===== src/rtl/sha256_pkg.sv =====
// rtl/sha256_pkg.sv - shared SHA-256 constants, schedule states and sigma helpers
package sha256_pkg;

  localparam int WORD_W     = 32;
  localparam int ROUNDS     = 64;
  localparam int LOAD_WORDS = 16;

  typedef enum logic [2:0] {
    ST_IDLE   = 3'd0,
    ST_LOAD   = 3'd1,
    ST_EXPAND = 3'd2,
    ST_DRAIN  = 3'd3,
    ST_DONE   = 3'd4
  } sched_state_e;

  function automatic logic [WORD_W-1:0] s0(input logic [WORD_W-1:0] x);
    return {x[6:0], x[31:7]} ^ {x[17:0], x[31:18]} ^ (x >> 3);
  endfunction

  function automatic logic [WORD_W-1:0] s1(input logic [WORD_W-1:0] x);
    return {x[16:0], x[31:17]} ^ {x[18:0], x[31:19]} ^ (x >> 10);
  endfunction

endpackage


===== src/rtl/sha256_sched_window.sv =====
// rtl/sha256_sched_window.sv - 16-word sliding window feeding the schedule recurrence
module sha256_sched_window
  import sha256_pkg::*;
(
  input  logic              clk,
  input  logic              rst,
  input  logic              push,
  input  logic [WORD_W-1:0] din,
  output logic [WORD_W-1:0] tap0,
  output logic [WORD_W-1:0] tap1,
  output logic [WORD_W-1:0] tap9,
  output logic [WORD_W-1:0] tap14
);

  // win_q[LOAD_WORDS-1] holds the newest word, win_q[0] the oldest (W[t-16])
  logic [WORD_W-1:0] win_q [LOAD_WORDS];

  always_ff @(posedge clk or posedge rst) begin
    if (rst) begin
      for (int i = 0; i < LOAD_WORDS; i++) win_q[i] <= '0;
    end else if (push) begin
      for (int i = 0; i < LOAD_WORDS - 1; i++) win_q[i] <= win_q[i+1];
      win_q[LOAD_WORDS-1] <= din;
    end
  end

  assign tap0  = win_q[0];
  assign tap1  = win_q[1];
  assign tap9  = win_q[9];
  assign tap14 = win_q[14];

endmodule


===== src/rtl/sha256_msg_schedule.sv =====
// rtl/sha256_msg_schedule.sv - SHA-256 message schedule: loads W0..W15, expands W16..W63
module sha256_msg_schedule
  import sha256_pkg::*;
(
  input  logic              clk,
  input  logic              rst,
  input  logic              start,
  input  logic              w_valid,
  input  logic [WORD_W-1:0] w_in,
  output logic              w_ready,
  output logic [WORD_W-1:0] wt_o,
  output logic [5:0]        wt_idx_o,
  output logic              wt_valid_o,
  input  logic              wt_ready,
  output logic              busy_o,
  output logic              done_o
);

  sched_state_e      state_q, state_d;
  logic [6:0]        t_q;
  logic              adv, accept, issue_exp, push;
  logic [WORD_W-1:0] tap0, tap1, tap9, tap14;
  logic [WORD_W-1:0] wt_calc, push_data;

  // Output register may take a new word only when empty or being consumed
  assign adv       = !wt_valid_o || wt_ready;
  assign w_ready   = (state_q == ST_LOAD) && adv;
  assign accept    = w_valid && w_ready;
  assign issue_exp = (state_q == ST_EXPAND) && adv;
  assign push      = accept || issue_exp;

  assign wt_calc   = s1(tap14) + tap9 + s0(tap1) + tap0;
  assign push_data = (state_q == ST_LOAD) ? w_in : wt_calc;

  assign busy_o = (state_q == ST_LOAD) || (state_q == ST_EXPAND) || (state_q == ST_DRAIN);
  assign done_o = (state_q == ST_DONE);

  sha256_sched_window u_window (
    .clk   (clk),
    .rst   (rst),
    .push  (push),
    .din   (push_data),
    .tap0  (tap0),
    .tap1  (tap1),
    .tap9  (tap9),
    .tap14 (tap14)
  );

  always_ff @(posedge clk or posedge rst) begin
    if (rst) state_q <= ST_IDLE;
    else     state_q <= state_d;
  end

  always_comb begin
    state_d = state_q;
    case (state_q)
      ST_IDLE:   if (start) state_d = ST_LOAD;
      ST_LOAD:   if (accept && t_q == 7'(LOAD_WORDS - 1)) state_d = ST_EXPAND;
      ST_EXPAND: if (issue_exp && t_q == 7'(ROUNDS - 1)) state_d = ST_DRAIN;
      ST_DRAIN:  if (wt_valid_o && wt_ready) state_d = ST_DONE;
      ST_DONE:   state_d = ST_IDLE;
      default:   state_d = ST_IDLE;
    endcase
  end

  always_ff @(posedge clk or posedge rst) begin
    if (rst) begin
      t_q        <= '0;
      wt_o       <= '0;
      wt_idx_o   <= '0;
      wt_valid_o <= 1'b0;
    end else begin
      if (state_q == ST_IDLE && start) t_q <= '0;
      if (push) begin
        wt_o       <= push_data;
        wt_idx_o   <= t_q[5:0];
        wt_valid_o <= 1'b1;
        t_q        <= t_q + 7'd1;
      end else if (adv) begin
        wt_valid_o <= 1'b0;
      end
    end
  end

endmodule


===== config.mk =====
export PLATFORM = sky130hd
export DESIGN_NAME = sha256_msg_schedule
export DESIGN_NICKNAME = d
export VERILOG_FILES = /design/src/rtl/sha256_pkg.sv /design/src/rtl/sha256_sched_window.sv /design/src/rtl/sha256_msg_schedule.sv
export SDC_FILE = /design/constraint.sdc
export NUM_CORES = 2
export LEC_CHECK = 0
export CAP_MARGIN = 25
export CORE_MARGIN = 2
export CORE_UTILIZATION = 35
export DETAILED_ROUTE_END_ITERATION = 6
export PLACE_DENSITY = 0.58
export REMOVE_ABC_BUFFERS = 1
export SYNTH_ARGS = -nofsm -noshare
export SYNTH_HDL_FRONTEND = slang
export SYNTH_SLANG_ARGS = --single-unit

===== constraint.sdc =====
create_clock -name clk -period 31.6 [get_ports clk]
set_input_delay 3.16 -clock clk [delete_from_list [all_inputs] [get_ports clk]]
set_output_delay 3.16 -clock clk [all_outputs]
set_load 0.03 [all_outputs]

After elaboration in Yosys (flattened, before gate mapping)
Index checks and enable logic that the tools add are counted.
{ "word_totals": {"regBits": 529, "wordCells": 64} }
{ "classes": {"addsub": 4, "eq_ne": 10, "muxes": 10, "bitwise": 4, "reduce_logical": 16} }
{ "ops": {"columns": ["cell", "n"], "rows": [
  ["32-bit adder", 3],
  ["32-bit XOR", 2],
  ["32-bit two-way mux", 1],
  ["32-bit by 22-bit XOR with 32-bit output", 1],
  ["32-bit by 29-bit XOR with 32-bit output", 1],
  ["7-bit two-way mux", 2],
  ["3-bit two-way mux", 4],
  ["3-bit case mux with 4 select lines", 1],
  ["7-bit by 1-bit adder with 7-bit output (second input constant)", 1],
  ["7-bit by 4-bit == test with 1-bit output (second input constant)", 1],
  ["7-bit by 6-bit == test with 1-bit output (second input constant)", 1],
  ["1-bit logical AND", 7],
  ["3-bit by 2-bit == test with 1-bit output (second input constant)", 2],
  ["2-bit by 1-bit != test with 1-bit output (second input constant)", 3],
  ["1-bit logical OR", 4],
  ["4-bit AND reduction", 1],
  ["2-bit nonzero test", 2],
  ["3-bit by 1-bit == test with 1-bit output (second input constant)", 1],
  ["3-bit == test (second input constant)", 1],
  ["3-bit logical NOT", 1],
  ["1-bit two-way mux", 2],
  ["2-bit != test (second input constant)", 1],
  ["1-bit logical NOT", 1]
]} }

Depth between registers and ports, before layout
{ "depth": {"word_depth": 7, "mapped_depth": 18, "mapped_depth_nobuf": 17} }

By module
From an unflattened synthesis, not the netlist that was laid out.
{ "hier_totals": {"hier_cells": 2053, "area_unflattened_um2": 27156.0} }
{ "by_module_without_submodules": {"columns": ["module", "n_inst", "cells_each", "area_per_inst_um2", "seq_area_each_um2"], "rows": [
  ["sha256_sched_window", 1, 1210, 20185.6, 12812.3],
  ["sha256_msg_schedule", 1, 843, 6970.4, 1226.2]
]} }

Least setup slack after synthesis
Ideal clock, no wire load.
{ "synth_timing": {"path_kind": "input -> output", "start": "input port wt_ready", "end": "output port w_ready", "arrival_time_ns": 3.647, "setup_slack_ns": 24.793, "stages": 2, "path_buffers": 0, "path_cell_list": "nor2b_1 -> nor2_1"} }
{ "synth_between": {"elab_chain_len": 2} }
{ "synth_rtl": {"columns": ["item", "line_no", "rtl"], "rows": [
  ["from (decl)", "sha256_msg_schedule.sv:14", "input logic wt_ready,"],
  ["1-bit logical OR", "sha256_msg_schedule.sv:26", "assign adv = !wt_valid_o || wt_ready;"],
  ["1-bit logical AND", "sha256_msg_schedule.sv:27", "assign w_ready = (state_q == ST_LOAD) && adv;"],
  ["to (decl)", "sha256_msg_schedule.sv:10", "output logic w_ready,"]
]} }
No other way between the ends.

Worst setup path in the final report
Ends and elaborated chain as after synthesis.

==> load_flow_metrics.sql <==
INSERT INTO impl_metrics (metric_group, metric, value, unit) VALUES
('run_status', 'outcome', 'complete, no violations', ''),
('synthesis', 'ys_ff_latch', '529', ''),
('floorplanning', 'die_height', '271', 'µm'),
('sta', 'timing.final.max_slew_violations', '0', ''),
('synthesis', 'synth_cell_types', '59', ''),
('sta', 'finalHoldWorstSlack', '455', 'ps'),
('detailed_routing', 'dr.first_iter.drc_count', '1531', ''),
('cells_and_area', 'synthToLayoutAreaGrowth', '12.5', '%'),
('grt', 'number_of_antenna_violations_at_the_first_check_in_global_routing', '1', ''),
('placed_design', 'final_estimated_routing_congestion_in_global_placement', '0.896', ''),
('critical_path', 'worst-path-max-fanout', '5', ''),
('power', 'worst_ir_drop_vdd', '70.9', 'µV'),
('detailed_routing', 'drt_via_density', '4.56', ''),
('grt', 'grt_overflow_total', '0', ''),
('critical_path', 'crit_path_end_kind', 'output pin', ''),
('grt', 'number_of_global_route_vias_before_repair', '16733', ''),
('critical_path', 'regToRegSetupSlack', '26660', 'ps'),
('synthesis', 'synthCells', '2901', ''),
('sta', 'final_min_period_over_clock_period', '0.247', ''),
('synthesis', 'synth_enable_flop_cells', '0', ''),
('cells_and_area', 'layout-drive-gt1-share', '0.0458', ''),
('sta', 'timing.final.crit_period', '7800', 'ps'),
('placed_design', 'dp_hpwl', '38500', 'µm'),
('floorplanning', 'die_area', '0.0735', 'mm²'),
('clock_network', 'path_clk_slew', '60', 'ps'),
('floorplanning', 'floorplan.die.width', '271', 'µm'),
('clock_network', 'cts.htree.levels', '2', ''),
('grt', 'grt_util_all_layers', '0.160', ''),
('floorplanning', 'floorplan.io_pins', '79', ''),
('critical_path', 'required_time_of_the_critical_path', '28440', 'ps'),
('clock_network', 'ctsResizeCount', '0', ''),
('critical_path', 'worst-setup-path-type', 'input pin to output pin', ''),
('min_path', 'hold_path_startpoint', 'u_window.win_q[231]', ''),
('detailed_routing', 'first_pass_iters', '7', ''),
('grt', 'grt_first_pass_wirelength', '94100', 'µm'),
('floorplanning', 'rows', '97', ''),
('clock_network', 'cts.root.buffer_cell', 'sky130_fd_sc_hd__clkbuf_16', ''),
('placed_design', 'placement.cell_area', '0.0261', 'mm²'),
('critical_path', 'crit_path_start_kind', 'input pin', ''),
('critical_path', 'timing.critical_path.arrival', '4640', 'ps'),
('min_path', 'hold_depth', '2', ''),
('min_path', 'worstHoldEndpoint', 'u_window.win_q[263]', ''),
('clock_network', 'post-cts-setup-buffer-count', '0', ''),
('detailed_routing', 'antenna_violating_nets_post_route', '0', ''),
('power', 'power_leakage', '0.0146', 'µW'),
('min_path', 'min_path_type', 'flip-flop to flip-flop', ''),
('cells_and_area', 'antenna_cell_count', '0', ''),
('sta', 'rsz0062_at_grt', 'false', ''),
('sta', 'finalHoldViolations', '0', ''),
('sta', 'tightestPinTransition', '1000', 'ps'),
('placed_design', 'placement.io_buffers', '78', ''),
('cells_and_area', 'finalNetCount', '2972', ''),
('sta', 'relSlewSlack', '0.325', ''),
('clock_network', 'cts_hold_buf', '0', ''),
('sta', 'finalSetupViolations', '0', ''),
('synthesis', 'yosys_warnings', '0', ''),
('clock_network', 'clk_latency', '610', 'ps'),
('synthesis', 'post_synth.cell_area_avg', '8.61', 'µm²'),
('cells_and_area', 'final_core_occ', '0.399', ''),
('detailed_routing', 'vias', '17458', ''),
('floorplanning', 'initial_utilization', '0.355', ''),
('critical_path', 'regToRegStartpoint', 'u_window.tap14[19]', ''),
('critical_path', 'reg2reg_depth', '14', ''),
('detailed_routing', 'routed_wirelength', '58500', 'µm'),
('run', 'timing.max_cap.violations', '0', ''),
('synthesis', 'post_synth_instance_area', '0.0250', 'mm²'),
('cells_and_area', 'stdcell_area', '0.0281', 'mm²'),
('critical_path', 'rr_endpoint', 'u_window.win_q[18]', ''),
('sta', 'timing.fmax', '128', 'MHz'),
('synthesis', 'synth_top_flop_cell', 'sky130_fd_sc_hd__dfrtp_1', ''),
('detailed_routing', 'route.detailed.drc', '0', '');
[placed cells by master, fill, tap and decap left out, types with 3 or more instances in the layout]
| cell | n |
|---|---|
| sky130_fd_sc_hd__buf_4 | 18 |
| sky130_fd_sc_hd__dfrtp_1 | 529 |
| sky130_fd_sc_hd__clkbuf_1 | 7 |
| sky130_fd_sc_hd__nor2_1 | 39 |
| sky130_fd_sc_hd__a21o_1 | 3 |
| sky130_fd_sc_hd__or3_1 | 4 |
| sky130_fd_sc_hd__and3_1 | 13 |
| sky130_fd_sc_hd__nand3_1 | 17 |
| sky130_fd_sc_hd__clkbuf_8 | 21 |
| sky130_fd_sc_hd__ha_1 | 32 |
| sky130_fd_sc_hd__nor3_1 | 3 |
| sky130_fd_sc_hd__a21oi_1 | 63 |
| sky130_fd_sc_hd__o22ai_1 | 3 |
| sky130_fd_sc_hd__a211oi_1 | 4 |
| sky130_fd_sc_hd__clkinv_2 | 9 |
| sky130_fd_sc_hd__xnor2_1 | 128 |
| sky130_fd_sc_hd__xor2_1 | 20 |
| sky130_fd_sc_hd__o21a_1 | 3 |
| sky130_fd_sc_hd__o211ai_1 | 3 |
| sky130_fd_sc_hd__nand4_1 | 7 |
| sky130_fd_sc_hd__and2_1 | 5 |
| sky130_fd_sc_hd__o21ai_1 | 6 |
| sky130_fd_sc_hd__clkbuf_16 | 58 |
| sky130_fd_sc_hd__nand2_1 | 1461 |
| sky130_fd_sc_hd__o31ai_1 | 3 |
| sky130_fd_sc_hd__o21ai_0 | 75 |
| sky130_fd_sc_hd__clkdlybuf4s50_1 | 78 |
| sky130_fd_sc_hd__a31oi_1 | 3 |
| sky130_fd_sc_hd__nor2b_1 | 5 |
| sky130_fd_sc_hd__bufinv_16 | 4 |
| sky130_fd_sc_hd__fa_1 | 62 |
| sky130_fd_sc_hd__nand2b_1 | 4 |
| sky130_fd_sc_hd__mux2i_1 | 3 |
| sky130_fd_sc_hd__inv_1 | 149 |
[cell families (layout without fill, tap and decap cells)]
group                      after synthesis  count (layout)  synth area share
DFF                                    529             529             0.530
buffers and inverters                  368             352            0.0638
adders and majority gates               94              94            0.0657
AOI/OAI and AO/OA                      186             186            0.0437
xor gates and xnor gates               148             148            0.0519
and+or+nand+nor                       1573            1573             0.244
muxes                                    3               3           0.00120
[layer usage]
metal | part of all wire | vias to the layer above | wire, µm | track usage
met5 | 0 | - | 0 | 0
li1 | - | 8668 | - | -
met3 | 0.047 | 76 | 2750 | 0.0256
met2 | 0.44 | 329 | 25600 | 0.238
met4 | 0.020 | 0 | 1180 | 0.0429
met1 | 0.49 | 8385 | 28900 | 0.242
[registers in the layout, summed over array words and instances (netlist names)]
| signal | cells |
|---|---|
| u_window.tap14 | 32 |
| u_window.tap0 | 32 |
| wt_valid_o | 1 |
| u_window.tap1 | 32 |
| t_q | 7 |
| wt_idx_o | 6 |
| u_window.win_q | 384 |
| state_q | 3 |
| u_window.tap9 | 32 |
[power breakdown]
group          switching (µW)  total (µW)  internal (µW)
Clock                     276         692            416
Combinational            1030        1630            591
Sequential                162        1020            853
Total                    1470        3330           1860
[worst max-delay path, stage by stage]
cell and delay [ps]:
sky130_fd_sc_hd__clkdlybuf4s50_1 430, sky130_fd_sc_hd__nor2b_1 360, sky130_fd_sc_hd__nor2_1 90, sky130_fd_sc_hd__clkdlybuf4s50_1 600
[Yosys cell counts (3+ instances only)]
cell,number,area (µm²)
sky130_fd_sc_hd__nand2_1,1461,5480
sky130_fd_sc_hd__dfrtp_1,529,13200
sky130_fd_sc_hd__inv_1,150,563
sky130_fd_sc_hd__xnor2_1,128,1120
sky130_fd_sc_hd__clkbuf_1,127,477
sky130_fd_sc_hd__o21ai_0,75,375
sky130_fd_sc_hd__a21oi_1,63,315
sky130_fd_sc_hd__fa_1,62,1240
sky130_fd_sc_hd__buf_2,44,220
sky130_fd_sc_hd__nor2_1,39,146
sky130_fd_sc_hd__buf_4,37,278
sky130_fd_sc_hd__ha_1,32,400
sky130_fd_sc_hd__xor2_1,20,175
sky130_fd_sc_hd__nand3_1,17,85.1
sky130_fd_sc_hd__and3_1,13,81.3
sky130_fd_sc_hd__nand4_1,7,43.8
sky130_fd_sc_hd__and2_1,6,37.5
sky130_fd_sc_hd__buf_1,6,22.5
sky130_fd_sc_hd__o21ai_1,6,30.0
sky130_fd_sc_hd__nor2b_1,5,31.3
sky130_fd_sc_hd__or3_1,5,31.3
sky130_fd_sc_hd__a211oi_1,4,30.0
sky130_fd_sc_hd__nand2b_1,4,25.0
sky130_fd_sc_hd__a21o_1,3,22.5
sky130_fd_sc_hd__a31oi_1,3,18.8
sky130_fd_sc_hd__mux2i_1,3,30.0
sky130_fd_sc_hd__nor3_1,3,15.0
sky130_fd_sc_hd__o211ai_1,3,22.5
sky130_fd_sc_hd__o21a_1,3,22.5
sky130_fd_sc_hd__o22ai_1,3,18.8
sky130_fd_sc_hd__o31ai_1,3,22.5
[how the worst max path moves through the flow]
stage	startpoint	endpoint	slack, ps
after floorplan	w_valid	u_window.win_q[31]	11610
after global placement	wt_ready	w_ready	23800
after detailed placement	wt_ready	w_ready	23800
after CTS	wt_ready	w_ready	23790
after global routing	wt_ready	w_ready	23710
final	wt_ready	w_ready	23800
[cell type report]
cell class                 count  area, µm²
clock buffer                  86       1770
multi-input combinational   2004      10200
tap                          940       1180
timing repair buffer          99        991
fill                        7175      42300
inverter                     150        571
clock inverter                17        205
sequential                   529      13200
[per-stage QoR]
| step | setup slack [ps] | total power [µW] |
|---|---|---|
| 3_3_place_gp | 23800 | 2640 |
| 6_report | 23800 | 3330 |
| 2_1_floorplan | 11610 | 2150 |
| 4_1_cts | 23790 | 3360 |
| 5_1_grt | 23710 | 3600 |
| 3_5_place_dp | 23800 | 2640 |
(Power assumes the default switching activity.)
==> RTL change: new RTL, config.mk and constraints unchanged <==
Change the package constant `WORD_W` from 32 to 36.
--- a/src/rtl/sha256_pkg.sv
+++ b/src/rtl/sha256_pkg.sv
@@ -2,5 +2,5 @@
 package sha256_pkg;
 
-  localparam int WORD_W     = 32;
+  localparam int WORD_W     = 36;
   localparam int ROUNDS     = 64;
   localparam int LOAD_WORDS = 16;
Interface: changed (resized w_in and wt_o); port bits go from 79 to 87. The function was not compared with the original's and may differ.
==> RTL change against the unedited design <==
- power rose by 12%
- count of clock-buffer cells in the layout rose by 10
- first-iteration DRC count rose by 20%
- worst setup slack did not move
- sequential power rose by 12%
- utilization fell by 0.12 points
- wire length rose by 10%
- global-route usage barely moved
- clock skew fell by 1.3 ps
- non-clock buffer count rose by 8
- sequential cell count rose by 64
- synthesized area rose by 11%
- cell area rose by 12%
==> RTL change: results (changes against the unedited design) <==
WL/cell -> 15.2 um (was 15.3 um)
ranking of synthesized cells by area -> dfrtp_1 53%, nand2_1 22%, fa_1 4.7% (was dfrtp_1 53%, nand2_1 22%, fa_1 5.0%)
RR Startpoint -> u_window.tap14[11] (was u_window.tap14[19])
layout cells sized above 1 -> 4.08% (was 4.58%)
routed vias/inst -> 4.61 (was 4.56)
Biggest register -> u_window.win_q (unchanged)
pin count of the biggest net entering global routing -> 213 (was 162)
sequential-to-total area share from yosys stat -> 53.5% (was 53.0%)
max FFs per register -> 432 (was 384)
status -> finished clean (unchanged)
H-tree depth -> 3 (was 2)
first-pass GRT wire length -> 105 mm (was 94.1 mm)
Max VDD drop -> 0.0947 mV (was 0.0709 mV)
Setup Skew -> 16.2 ps (was 17.5 ps)
DP HPWL -> 41.9 mm (was 38.5 mm)
Cells after Synth -> 3226 (was 2901)
Nets -> 3312 (was 2972)
layout filler cell count -> 7894 (was 7175)
initial antenna violation count -> 0 (was 1)
Crit Path Max Fanout -> 5 (unchanged)
cts bufs inserted -> 67 (was 57)
worst hold endpoint -> u_window.win_q[457] (was u_window.win_q[263])
commonest cells in the netlist -> 1627 x nand2_1, 593 x dfrtp_1, 162 x inv_1 (was 1461 x nand2_1, 529 x dfrtp_1, 150 x inv_1)
1st-iter DRT viols -> 1836 (was 1531)
vias in the first global route -> 18800 (was 16700)
GRT Util Overall -> 16.0% (about the same)
Max-slew headroom -> 32.0% (was 32.5%)
routability cong. -> 0.884 (was 0.896)
NetSw -> 0.00164 W (was 0.00147 W)
Hold Startpoint -> u_window.win_q[421] (was u_window.win_q[231])
r2r setup slk -> 26530 ps (was 26660 ps)
leakage -> 16.5 nW (was 14.6 nW)
post-place setup slack -> 23810 ps (was 23800 ps)
Synth cell types -> 57 (was 59)
Initial Util -> 35.3% (was 35.5%)
I/O Buffers -> 86 (was 78)
total number of vias -> 19600 (was 17500)
Clock Latency Late Sink -> 590 ps (was 610 ps)
cells on worst reg2reg path -> 16 (was 14)
Crit Reg-Reg Endpoint -> u_window.win_q[33] (was u_window.win_q[18])
==> RTL change: logic make-up after synthesis <==
| logic type | share of synthesized area [%] |
|---|---|
| AO/OA/AOI/OAI | 4.56 |
| XOR/XNOR | 4.76 |
| adder cells (fa/ha/maj) | 6.54 |
| buffers and inverters | 6.04 |
| flip-flops | 53.5 |
| multiplexers | 0.0721 |
| AND/OR/NAND/NOR | 24.6 |
==> RTL change: routing by layer <==
layer	track usage [%]	wire length, um	vias to the layer above
met5	0	0	-
met4	4.16	1460	0
met3	2.75	2730	86
met2	24.7	29500	329
met1	23.4	30900	9502
li1	-	-	9698
==> RTL change: power groups by stage <==
| stage | sequential, W | combinational [W] | clock (W) |
|---|---|---|---|
| final | 0.00114 | 0.00180 | 0.000787 |
| after global routing | 0.00116 | 0.00203 | 0.000840 |
| after CTS | 0.00114 | 0.00181 | 0.000811 |
| after detailed placement | 0.00115 | 0.00179 | 0 |
| after global placement | 0.00115 | 0.00179 | 0 |
| after floorplan | 0.00110 | 0.00129 | 0 |
==> RTL change: worst max path at each step <==
stage                         from       to  slack [ps]  depth (start not counted)
final                     wt_ready  w_ready       23800                          4
after global routing      wt_ready  w_ready       23700                          4
after CTS                 wt_ready  w_ready       23800                          4
after detailed placement  wt_ready  w_ready       23810                          4
after global placement    wt_ready  w_ready       23860                          4
after floorplan            w_valid   t_q[0]       -5020                          6
==> RTL change: cell type report <==
cell class                      count  share of cell area [%]
Clock buffer                       96                    6.32
Clock inverter                     17                   0.786
Inverter                          162                    1.96
Multi-Input combinational cell   2234                    35.9
Sequential cell                   593                    47.3
Tap cell                         1050                    4.19
Timing Repair Buffer              107                    3.50
==> RTL change: critical path, stage by stage <==
cell and delay, ps:
clkdlybuf4s50_1 450, nor2b_1 320, nor2_1 100, clkdlybuf4s50_1 600
==> RTL change: per-stage QoR <==
step | power [W] | util [%] | area (um^2) | hold slack [ps]
4_1_cts | 0.00376 | 39.7 | 31300 | 457
2_1_floorplan | 0.00240 | - | 26700 | 439
6_report | 0.00372 | 39.8 | 31300 | 455
3_5_place_dp | 0.00294 | 36.9 | 29100 | 449
3_3_place_gp | 0.00293 | 36.9 | 29100 | 445
5_1_grt | 0.00404 | 39.8 | 31300 | 472
